## src/rtl/tmds_decoder.sv

```systemverilog
// TMDS channel decoder: control-token word alignment with bitslip search,
// followed by a two-stage registered symbol decode (sym -> de/ctrl/data).
module tmds_decoder #(
  parameter int unsigned SEARCH_LEN = 4096,
  parameter int unsigned LOCK_RUN   = 8,
  parameter int unsigned SLIP_WAIT  = 4
) (
  input  logic       clk,
  input  logic       rst,
  input  logic [9:0] sym_i,
  output logic       bitslip_o,
  output logic       aligned_o,
  output logic       de_o,
  output logic [1:0] ctrl_o,
  output logic [7:0] data_o
);

  localparam int unsigned SYM_W      = 10;
  localparam int unsigned DATA_W     = 8;
  localparam int unsigned CTRL_W     = 2;
  localparam int unsigned SYM_CNT_W  = $clog2(SEARCH_LEN + 1);
  localparam int unsigned RUN_CNT_W  = $clog2(LOCK_RUN + 1);
  localparam int unsigned WAIT_CNT_W = (SLIP_WAIT > 0) ? $clog2(SLIP_WAIT + 1) : 1;

  localparam logic [SYM_W-1:0] TOK_00 = 10'b1101010100;
  localparam logic [SYM_W-1:0] TOK_01 = 10'b0010101011;
  localparam logic [SYM_W-1:0] TOK_10 = 10'b0101010100;
  localparam logic [SYM_W-1:0] TOK_11 = 10'b1010101011;

  typedef enum logic [1:0] {
    SEARCH = 2'd0,
    SLIP   = 2'd1,
    WAIT   = 2'd2,
    LOCKED = 2'd3
  } state_e;

  // Exact control-token match: returns {hit, ctrl value}.
  function automatic logic [CTRL_W:0] classify(input logic [SYM_W-1:0] s);
    logic [CTRL_W:0] r;
    r = '0;
    case (s)
      TOK_00:  r = 3'b100;
      TOK_01:  r = 3'b101;
      TOK_10:  r = 3'b110;
      TOK_11:  r = 3'b111;
      default: r = 3'b000;
    endcase
    return r;
  endfunction

  // Undo the optional inversion (bit 9) and the XOR/XNOR chain (bit 8).
  function automatic logic [DATA_W-1:0] decode_data(input logic [SYM_W-1:0] s);
    logic [DATA_W-1:0] q;
    logic [DATA_W-1:0] d;
    q = s[9] ? ~s[DATA_W-1:0] : s[DATA_W-1:0];
    d = '0;
    d[0] = q[0];
    for (int i = 1; i < int'(DATA_W); i++) begin
      d[i] = s[8] ? (q[i] ^ q[i-1]) : ~(q[i] ^ q[i-1]);
    end
    return d;
  endfunction

  // ---------------------------------------------------------------------
  // Decode pipeline
  // ---------------------------------------------------------------------
  logic [SYM_W-1:0]  sym_q;
  logic              de_q,   de_d;
  logic [CTRL_W-1:0] ctrl_q, ctrl_d;
  logic [DATA_W-1:0] data_q, data_d;
  logic [CTRL_W:0]   cls_pipe;

  // Stage 1: capture the raw symbol.
  always_ff @(posedge clk) begin
    if (rst) begin
      sym_q <= '0;
    end else begin
      sym_q <= sym_i;
    end
  end

  // Stage 2 next value: control tokens update ctrl, data symbols keep it.
  always_comb begin
    cls_pipe = classify(sym_q);
    de_d     = 1'b1;
    ctrl_d   = ctrl_q;
    data_d   = decode_data(sym_q);
    if (cls_pipe[CTRL_W]) begin
      de_d   = 1'b0;
      ctrl_d = cls_pipe[CTRL_W-1:0];
      data_d = '0;
    end
  end

  // Stage 2: registered decoded outputs.
  always_ff @(posedge clk) begin
    if (rst) begin
      de_q   <= 1'b0;
      ctrl_q <= '0;
      data_q <= '0;
    end else begin
      de_q   <= de_d;
      ctrl_q <= ctrl_d;
      data_q <= data_d;
    end
  end

  // ---------------------------------------------------------------------
  // Alignment FSM
  // ---------------------------------------------------------------------
  state_e                state_q,    state_d;
  logic [SYM_CNT_W-1:0]  sym_cnt_q,  sym_cnt_d;
  logic [RUN_CNT_W-1:0]  run_cnt_q,  run_cnt_d;
  logic [WAIT_CNT_W-1:0] wait_cnt_q, wait_cnt_d;
  logic                  bitslip_q;
  logic                  aligned_q;
  logic [CTRL_W:0]       cls_in;
  logic                  tok_hit;
  logic [RUN_CNT_W-1:0]  run_next;

  // Token detection on the live symbol plus the saturating run length.
  always_comb begin
    cls_in   = classify(sym_i);
    tok_hit  = cls_in[CTRL_W];
    run_next = '0;
    if (tok_hit) begin
      if (run_cnt_q == RUN_CNT_W'(LOCK_RUN)) begin
        run_next = run_cnt_q;
      end else begin
        run_next = run_cnt_q + RUN_CNT_W'(1);
      end
    end
  end

  // Next state and counters; lock beats search timeout in the same cycle.
  always_comb begin
    state_d    = state_q;
    sym_cnt_d  = sym_cnt_q;
    run_cnt_d  = run_cnt_q;
    wait_cnt_d = wait_cnt_q;
    case (state_q)
      SEARCH: begin
        run_cnt_d = run_next;
        if (run_next == RUN_CNT_W'(LOCK_RUN)) begin
          state_d   = LOCKED;
          sym_cnt_d = '0;
        end else if (sym_cnt_q == SYM_CNT_W'(SEARCH_LEN - 1)) begin
          state_d   = SLIP;
          sym_cnt_d = '0;
          run_cnt_d = '0;
        end else begin
          sym_cnt_d = sym_cnt_q + SYM_CNT_W'(1);
        end
      end
      SLIP: begin
        state_d    = WAIT;
        wait_cnt_d = '0;
      end
      WAIT: begin
        // Settle window spans wait_cnt = 0..SLIP_WAIT; nothing else counts here.
        if (wait_cnt_q == WAIT_CNT_W'(SLIP_WAIT)) begin
          state_d    = SEARCH;
          wait_cnt_d = '0;
          sym_cnt_d  = '0;
          run_cnt_d  = '0;
        end else begin
          wait_cnt_d = wait_cnt_q + WAIT_CNT_W'(1);
        end
      end
      LOCKED: begin
        run_cnt_d = run_next;
        if (tok_hit) begin
          sym_cnt_d = '0;
        end else if (sym_cnt_q == SYM_CNT_W'(SEARCH_LEN - 1)) begin
          state_d   = SEARCH;
          sym_cnt_d = '0;
          run_cnt_d = '0;
        end else begin
          sym_cnt_d = sym_cnt_q + SYM_CNT_W'(1);
        end
      end
      default: begin
        state_d    = SEARCH;
        sym_cnt_d  = '0;
        run_cnt_d  = '0;
        wait_cnt_d = '0;
      end
    endcase
  end

  // State, counters and registered status outputs.
  always_ff @(posedge clk) begin
    if (rst) begin
      state_q    <= SEARCH;
      sym_cnt_q  <= '0;
      run_cnt_q  <= '0;
      wait_cnt_q <= '0;
      bitslip_q  <= 1'b0;
      aligned_q  <= 1'b0;
    end else begin
      state_q    <= state_d;
      sym_cnt_q  <= sym_cnt_d;
      run_cnt_q  <= run_cnt_d;
      wait_cnt_q <= wait_cnt_d;
      bitslip_q  <= (state_d == SLIP);
      aligned_q  <= (state_q == LOCKED);
    end
  end

  assign bitslip_o = bitslip_q;
  assign aligned_o = aligned_q;
  assign de_o      = de_q;
  assign ctrl_o    = ctrl_q;
  assign data_o    = data_q;

endmodule
```

## config.mk

```make
export PLATFORM = sky130hd
export DESIGN_NAME = tmds_decoder
export DESIGN_NICKNAME = d
export VERILOG_FILES = /design/src/rtl/tmds_decoder.sv
export SDC_FILE = /design/constraint.sdc
export NUM_CORES = 1
export LEC_CHECK = 0
export ABC_AREA = 1
export CORE_MARGIN = 2
export CORE_UTILIZATION = 40
export DETAILED_ROUTE_END_ITERATION = 12
export DONT_BUFFER_PORTS = 1
export PLACE_DENSITY_LB_ADDON = 0.15
export SYNTH_ARGS = -nofsm -noshare
export SYNTH_HDL_FRONTEND = slang
export SYNTH_SLANG_ARGS = --single-unit
```

## constraint.sdc

```tcl
create_clock -name clk -period 1.7 [get_ports clk]
set_input_delay 0.17 -clock clk [delete_from_list [all_inputs] [get_ports clk]]
set_output_delay 0.17 -clock clk [all_outputs]
set_load 0.02 [all_outputs]
```

# Word level (Yosys, flattened, before mapping)
# Index checks and enable logic that the tools add are counted.
[word_totals] ff_bits=45 in_bits=12 out_inout_bits=13 word_cells=81
[op_classes] addsub=3 n_eq_ne=17 mux=31 bitwise_logic=15 reduce_logical=5
[ops] op="$mux 13" n=4
[ops] op="$eq 10x10->1 const B" n=4
[ops] op="$pmux 13 s3" n=1
[ops] op="$mux 4" n=6
[ops] op="$pmux 3 s4" n=2
[ops] op="$eq 10x8->1 const B" n=2
[ops] op="$eq 10x9->1 const B" n=2
[ops] op="$add 13x1->13 const B" n=1
[ops] op="$eq 13x12->1 const B" n=1
[ops] op="$pmux 4 s3" n=1
[ops] op="$mux 2" n=5
[ops] op="$eq 4x4->1 const B" n=2
[ops] op="$mux 1" n=8
[ops] op="$mux 8" n=1
[ops] op="$not 8->8" n=1
[ops] op="$pmux 2 s4" n=1
[ops] op="$not 1->1" n=7
[ops] op="$xor 1x1->1" n=7
[ops] op="$pmux 3 s2" n=1
[ops] op="$add 4x1->4 const B" n=1
[ops] op="$eq 2x1->1 const B" n=2
[ops] op="$eq 2x2->1 const B" n=2
[ops] op="$add 3x1->3 const B" n=1
[ops] op="$eq 3x3->1 const B" n=1
[ops] op="other kinds (7)" n=7

# Logic depth before layout (Yosys ltp)
[depth] depth_word=7 mapped_depth=14 ltp_nobuf=14

# Worst setup path before layout
# Ideal clock, no wire load.
[synth_timing] path_type="register to register" startpoint="reg run_cnt_q[0]" endpoint="reg sym_cnt_q[4]" setup_time_ns=0.121 arrival_time_ns=1.422 required_ns=1.579 slack_ns=0.156 path_stages_with_launch=11 n_path_buf=0 synth_period_minus_slack_ns=1.544 cell_sequence="dfxtp_1 -> inv_1 -> ha_1 -> nand4_1 -> nand2_1 -> nor2_1 -> nand4_2 -> nand2_2 -> nand2_4 -> nand2_2 -> a21oi_2"
[synth_via] elab_chain_len=6 word_cells_on_any_way=7 cone_classes="add/sub: 1; eq/ne: 2; mux: 4"
[synth_lines] item="start, declared" line="113" text="logic [RUN_CNT_W-1:0] run_cnt_q, run_cnt_d;"
[synth_lines] item="start signal, assigned" line="203" text="run_cnt_q <= run_cnt_d;"
[synth_lines] item="$add 4x1->4 / $eq 4x4->1 (equally long branches)" line="130, 127"
[synth_lines] item="$mux 4 *" line="127" text="if (run_cnt_q == RUN_CNT_W'(LOCK_RUN)) begin"
[synth_lines] item="$mux 4 *" line="126" text="if (tok_hit) begin"
[synth_lines] item="$eq 4x4->1 *" line="144" text="if (run_next == RUN_CNT_W'(LOCK_RUN)) begin"
[synth_lines] item="$mux 13 *" line="144"
[synth_lines] item="$pmux 13 s3 *" line="141" text="case (state_q)"
[synth_lines] item="end signal, assigned" line="202" text="sym_cnt_q <= sym_cnt_d;"
[synth_lines] item="end, declared" line="112" text="logic [SYM_CNT_W-1:0] sym_cnt_q, sym_cnt_d;"
# Every way passes the cells marked *; elsewhere a longest branch is shown, timed or not.
# A chain may end at the register's enable or synchronous reset.

# Worst setup path in the final report
[layout_timing] startpoint="reg state_q[1]" endpoint="reg sym_cnt_q[8]"
[layout_via] elab_chain_len=3 word_cells_on_any_way=7 cone_classes="eq/ne: 3; mux: 1; reduce/logical: 3"
[layout_lines] item="start, declared" line="111" text="state_e state_q, state_d;"
[layout_lines] item="start signal, assigned" line="201" text="state_q <= state_d;"
[layout_lines] item="$eq 2x2->1 / $logic_not 2->1 (equally long branches)" line="141"
[layout_lines] item="$ne 2x2->1 (no source line) / $reduce_bool 3->1 (equally long branches)"
[layout_lines] item="$reduce_and 2->1 (no source line)"
# Parallel ways exist; a longest one is shown, timed or not.

==> flow_metrics.env <==
export IMPL_status="finished clean"
export IMPL_setup_slack_ps=120
export IMPL_crit_fanout=5
export IMPL_die_y_um=80.9
export IMPL_syn_instance_count=325
export IMPL_p_total_mw=2.20
export IMPL_rows=27
export IMPL_post_route_min_period_ps=1580
export IMPL_critical_path_class="register to register"
export IMPL_numCtsBuffers=5
export IMPL_ant_nets=0
export IMPL_synth_edf_count=0
export IMPL_drc=0
export IMPL_powerDensity_mw_per_mm2=807
export IMPL_antenna_found_initial=0
export IMPL_synth_nets=350
export IMPL_clock_path_buffers=2
export IMPL_diodes=0
export IMPL_drtPass1Iterations=4
export IMPL_grt_max_degree=22
export IMPL_syn_cell_area_sq_mm=0.00236
export IMPL_grt_pass1_wl_um=8310
export IMPL_die_area_sq_mm=0.00654
export IMPL_clkLatencyLatePin_ps=300
export IMPL_place_ws_ps=29.6
export IMPL_core_area_sq_mm=0.00561
export IMPL_dp_hpwl_um=3370
export IMPL_fin_util=0.486
export IMPL_p_leak_nw=1.18
export IMPL_gr_usage_all_layers=0.161
export IMPL_cp_end_kind="register"
export IMPL_nFillCells=582
export IMPL_synth_top_cell_by_area="dfxtp_1"
export IMPL_nNetsFinal=370
export IMPL_clock_sinks=45
export IMPL_synthTopCellsByArea="dfxtp_1 38%, nand2_1 11%, inv_1 7.6%"
export IMPL_hold_class="primary input to register"
export IMPL_maxCapViolations=0
export IMPL_ys_flop_type="dfxtp_1"
export IMPL_cp_arrival_ps=1810
export IMPL_final_cell_mix="66 x nand2_1, 47 x inv_1, 41 x nor2_1, 41 x dfxtp_1, 18 x a21oi_1"
export IMPL_vias=2009
export IMPL_pin_count=25
export IMPL_clk_pin_slew_ps=90
export IMPL_grt_pass1_vias=1901
export IMPL_synth_top_area_share=0.381
export IMPL_synth_cell_types=32
export IMPL_setup_viol=0
export IMPL_vdd_drop_max_uv=399
export IMPL_seq_area_frac_synth=0.381
export IMPL_die_w_um=80.9
export IMPL_area_delta_synth_final_pct=15.4
export IMPL_slew_headroom=0.467
export IMPL_skew_ps=8.66
export IMPL_start_kind="register"
export IMPL_cts_tree="yes"
export IMPL_synthArstFlopShare=0
export IMPL_max_freq_mhz=633
export IMPL_place_gp_congestion=0.876
export IMPL_via_per_inst=4.81
export IMPL_drv_slew=0
export IMPL_drt_iter0_drc=81
export IMPL_timing_hold_ws_ps=24.2
export IMPL_grt_ovfl_total=0
export IMPL_worstMarginPinSlew_ps=797
export IMPL_drive_gt1_frac=0.171
export IMPL_ys_warn_count=0
export IMPL_crit_required_ps=1930
export IMPL_initial_core_util=0.421
export IMPL_layout_commonest_cell="nand2_1"
export IMPL_htree_levels=2
export IMPL_regToRegSetupSlack_ps=120
export IMPL_avgSynthCellArea_sq_um=7.27
export IMPL_portBuffers=0
export IMPL_wl_per_cell_um=11.1
export IMPL_finalSetupTns_ps=0
export IMPL_hold_viol=0
export IMPL_finalCritPeriodShare=0.929
export IMPL_synth_seq_cells=45
export IMPL_drt_wl_total_um=4650
export IMPL_ctsRootBufferMaster="clkbuf_8"
-- worst max-delay path: stages (launching register included) --
cell     delay (ps)
dfxtp_1         420
inv_1            90
ha_1            190
inv_1            80
nand2_2          90
or2_1           240
nor4_1          170
o21ai_0         100
a21oi_1         130
-- final cells by class --
cell class / instances / area (sq um) / area share
multi-input combinational: 221 / 1280 / 0.469
clock inverter: 3 / 21.3 / 0.00780
sequential: 45 / 906 / 0.332
inverter: 54 / 204 / 0.0748
tap: 72 / 90.1 / 0.0330
clock buffer: 5 / 68.8 / 0.0252
timing repair buffer: 18 / 158 / 0.0578
-- power by group --
part	leakage (nW)	total, mW	switching, mW	internal (mW)
combinational	0.762	0.330	0.188	0.142
sequential	0.371	1.20	0.0782	1.12
clock	0.0445	0.673	0.381	0.292
-- worst paths after layout --
path	start	endpoint	cells past startpoint
min	sym_i[4]	sym_q[4]$_SDFF_PP0_	2
max reg2reg	state_q[1]$_SDFF_PP0_	sym_cnt_q[8]$_SDFFE_PP0P_	8
min reg2reg	wait_cnt_q[0]$_SDFFE_PP0P_	wait_cnt_q[0]$_SDFFE_PP0P_	2
max	state_q[1]$_SDFF_PP0_	sym_cnt_q[8]$_SDFFE_PP0P_	8
-- logic make-up (layout without fill, tap and decap cells) --
group,after synthesis,after routing,share of synthesized area
XOR/XNOR,17,17,0.0630
buffers and inverters,59,80,0.0953
adder cells (fa/ha/maj),13,13,0.0688
AND/OR/NAND/NOR,154,154,0.302
AO/OA/AOI/OAI,37,37,0.0900
flip-flops,45,45,0.381
-- metrics by stage --
step	cell area [sq um]	std cells
2_1_floorplan	2360	325
3_3_place_gp	2490	400
3_5_place_dp	2490	400
4_1_cts	2670	417
5_1_grt	2730	418
6_report	2730	418
-- layer usage --
metal,GRT usage,part of all wire,vias to the layer above
li1,-,-,1051
met1,0.200,0.48,915
met2,0.277,0.47,34
met3,0.0333,0.035,9
met4,0.0559,0.014,0
met5,0,0,-
-- cell usage after synthesis (2+ instances only) --
| cell | number |
|---|---|
| inv_2 | 5 |
| nand3_1 | 15 |
| dfxtp_1 | 45 |
| nand2_2 | 7 |
| nor2_2 | 2 |
| nand4_1 | 6 |
| buf_2 | 2 |
| o21ai_0 | 10 |
| nor4_1 | 3 |
| ha_1 | 13 |
| nand2_1 | 67 |
| nand3_2 | 2 |
| xnor2_1 | 6 |
| inv_1 | 48 |
| a21oi_2 | 4 |
| xor2_1 | 11 |
| nor2_1 | 43 |
| clkbuf_1 | 3 |
| nor2_4 | 3 |
| a21oi_1 | 18 |
-- registers in the layout (all words and copies together), names as in the netlist --
name / flops
bitslip_o: 1
sym_cnt_q: 13
run_cnt_q: 4
sym_q: 10
aligned_o: 1
state_q: 2
data_o: 8
de_o: 1
wait_cnt_q: 3
ctrl_o: 2
-- what timing repair did --
action | 4_1_cts | 5_1_grt
gates resized for setup | 0 | 15
hold endpoints to repair | 21 | 0
hold buffers | 9 | 0
endpoints found under the setup margin | 0 | 26
setup buffers | 0 | 1
No activity file was read; power rests on OpenSTA's default activity.
==> variant, RTL diff (same flow settings) <==
Change the parameter `LOCK_RUN` from 8 to 16.
--- a/src/rtl/tmds_decoder.sv
+++ b/src/rtl/tmds_decoder.sv
@@ -2,7 +2,7 @@
 // followed by a two-stage registered symbol decode (sym -> de/ctrl/data).
 module tmds_decoder #(
   parameter int unsigned SEARCH_LEN = 4096,
-  parameter int unsigned LOCK_RUN   = 8,
+  parameter int unsigned LOCK_RUN   = 16,
   parameter int unsigned SLIP_WAIT  = 4
 ) (
   input  logic       clk,
Behaviour: not the same (a bounded check fails within 10 cycles, from zero or initial values and one cycle with rst high).
==> variant against the unedited design <==
Wire length is 16% higher. Area after synthesis is 9.5% higher. Worst setup slack worse by 0.11 ns. Cell area is 16% higher. Critical path type unchanged. Sequential cell count is 1 higher. Total power is 3.2% higher. Maximum frequency is 6.7% lower.
==> variant: results (changes against the unedited design) <==
set qor(clk_share_pct) 2.97 ;# -0.33 points
set qor(grt_first_pass_wirelength_um) 8980 ;# +8.1%
set qor(synth.top_cells.by_count) {sky130_fd_sc_hd__nand2_1, sky130_fd_sc_hd__inv_1, sky130_fd_sc_hd__dfxtp_1}
set qor(signal_buffers) 32 ;# +14
set qor(drive_above_1_share_pct) 28.1 ;# +11 points
set qor(detailed_place_hpwl_um) 3600 ;# +7.0%
set qor(dr_total_vias) 2151 ;# +7.1%
set qor(yosys-top-cells-area) {sky130_fd_sc_hd__dfxtp_1, sky130_fd_sc_hd__nand2_1, sky130_fd_sc_hd__inv_1}
set qor(relSlewSlack_pct) 77.0 ;# +30 points
set qor(routabilityCongestion) 0.816 ;# -6.9%
set qor(power.switching_fraction_pct) 29.9 ;# +0.54 points
set qor(final_cells) 447 ;# +6.9%
set qor(placed_cells_incl_taps) 420 ;# +5.0%
set qor(share_comb_of_total_power_pct) 16.3 ;# +1.3 points
set qor(layout.non_clock_inverters) 53 ;# -1.9%
set qor(critical_path_peak_fanout) 7 ;# +2
set qor(vdd_drop_max_uv) 374 ;# -6.1%
set qor(vias_in_the_first_global_route) 2070 ;# +8.9%
set qor(core_mm2) 0.00631 ;# +13%
set qor(power.clock.total_uw) 699 ;# +3.9%
set qor(multi_input_area_share_pct) 49.1 ;# +2.1 points
set qor(seqCellArea_um2) 932 ;# +2.9%
set qor(worst_hold_startpoint) {rst}
set qor(power.static_leakage_uw) 0.00138 ;# +17%
set qor(drt-wirelength-per-cell_um) 12.0 ;# +8.1%
set qor(outcome) {completed}
set qor(top_achievable_clock_speed_mhz) 590 ;# -6.7%
set qor(sequential_share_of_the_synthesized_area_pct) 35.6 ;# -2.5 points
set qor(rr_worst_depth) 10 ;# +2
set qor(detail_route.iter0.violations) 65 ;# -20%
set qor(synthesis.instances) 336 ;# +3.4%
set qor(crit_end) {sym_cnt_q[1]$_SDFFE_PP0P_}
set qor(detailed_place.area_mm2) 0.00274 ;# +9.9%
set qor(grt_max_degree) 32 ;# +45%
set qor(grt_util_all_layers_pct) 15.2 ;# -0.89 points
set qor(timing.critical_path.arrival_ns) 1.89 ;# +0.08 ns
set qor(p_int_uw) 1590 ;# +2.4%
set qor(fill_count) 623 ;# +7.0%
## variant: critical path, cell delays in order, from the launching register on
cell,delay (ns)
sky130_fd_sc_hd__dfxtp_4,0.41
sky130_fd_sc_hd__inv_4,0.05
sky130_fd_sc_hd__ha_4,0.16
sky130_fd_sc_hd__nand4_1,0.14
sky130_fd_sc_hd__nand2_4,0.08
sky130_fd_sc_hd__nor2_4,0.13
sky130_fd_sc_hd__nand2_4,0.06
sky130_fd_sc_hd__o21bai_4,0.23
sky130_fd_sc_hd__nand2_4,0.15
sky130_fd_sc_hd__nand3_2,0.12
sky130_fd_sc_hd__a21oi_2,0.05
## variant: timing repair
action	CTS	global route
hold buffers	11	0
gates resized for setup	0	39
buffers inserted	0	7
endpoints found under the setup margin	0	17
endpoints found under the hold margin	31	0
## variant: how the worst min path moves through the flow
stage	to	slack, ns	cells after the start
finish	sym_cnt_q[6]$_SDFFE_PP0P_	0.13	2
global route	sym_cnt_q[3]$_SDFFE_PP0P_	0.13	2
CTS	sym_cnt_q[12]$_SDFFE_PP0P_	0.11	3
detailed placement	sym_cnt_q[8]$_SDFFE_PP0P_	0.24	1
global placement	sym_cnt_q[9]$_SDFFE_PP0P_	0.24	1
floorplan	de_o$_SDFF_PP0_	0.25	1
## variant: routing by layer
layer  GRT usage [%]  part of all wire [%]  vias to the layer above
li1                -                     -                     1118
met1            19.6                    47                      990
met2            25.5                    49                       37
met3            3.05                   2.9                        6
met4            5.19                   1.1                        0
met5               0                     0                        -
## variant: cells by family after synthesis
family	share of synthesized area (%)
flip-flops	35.6
AND/OR/NAND/NOR	30.7
AO/OA/AOI/OAI	9.96
XOR/XNOR	7.79
adder cells (fa/ha/maj)	6.29
buffers and inverters	9.67
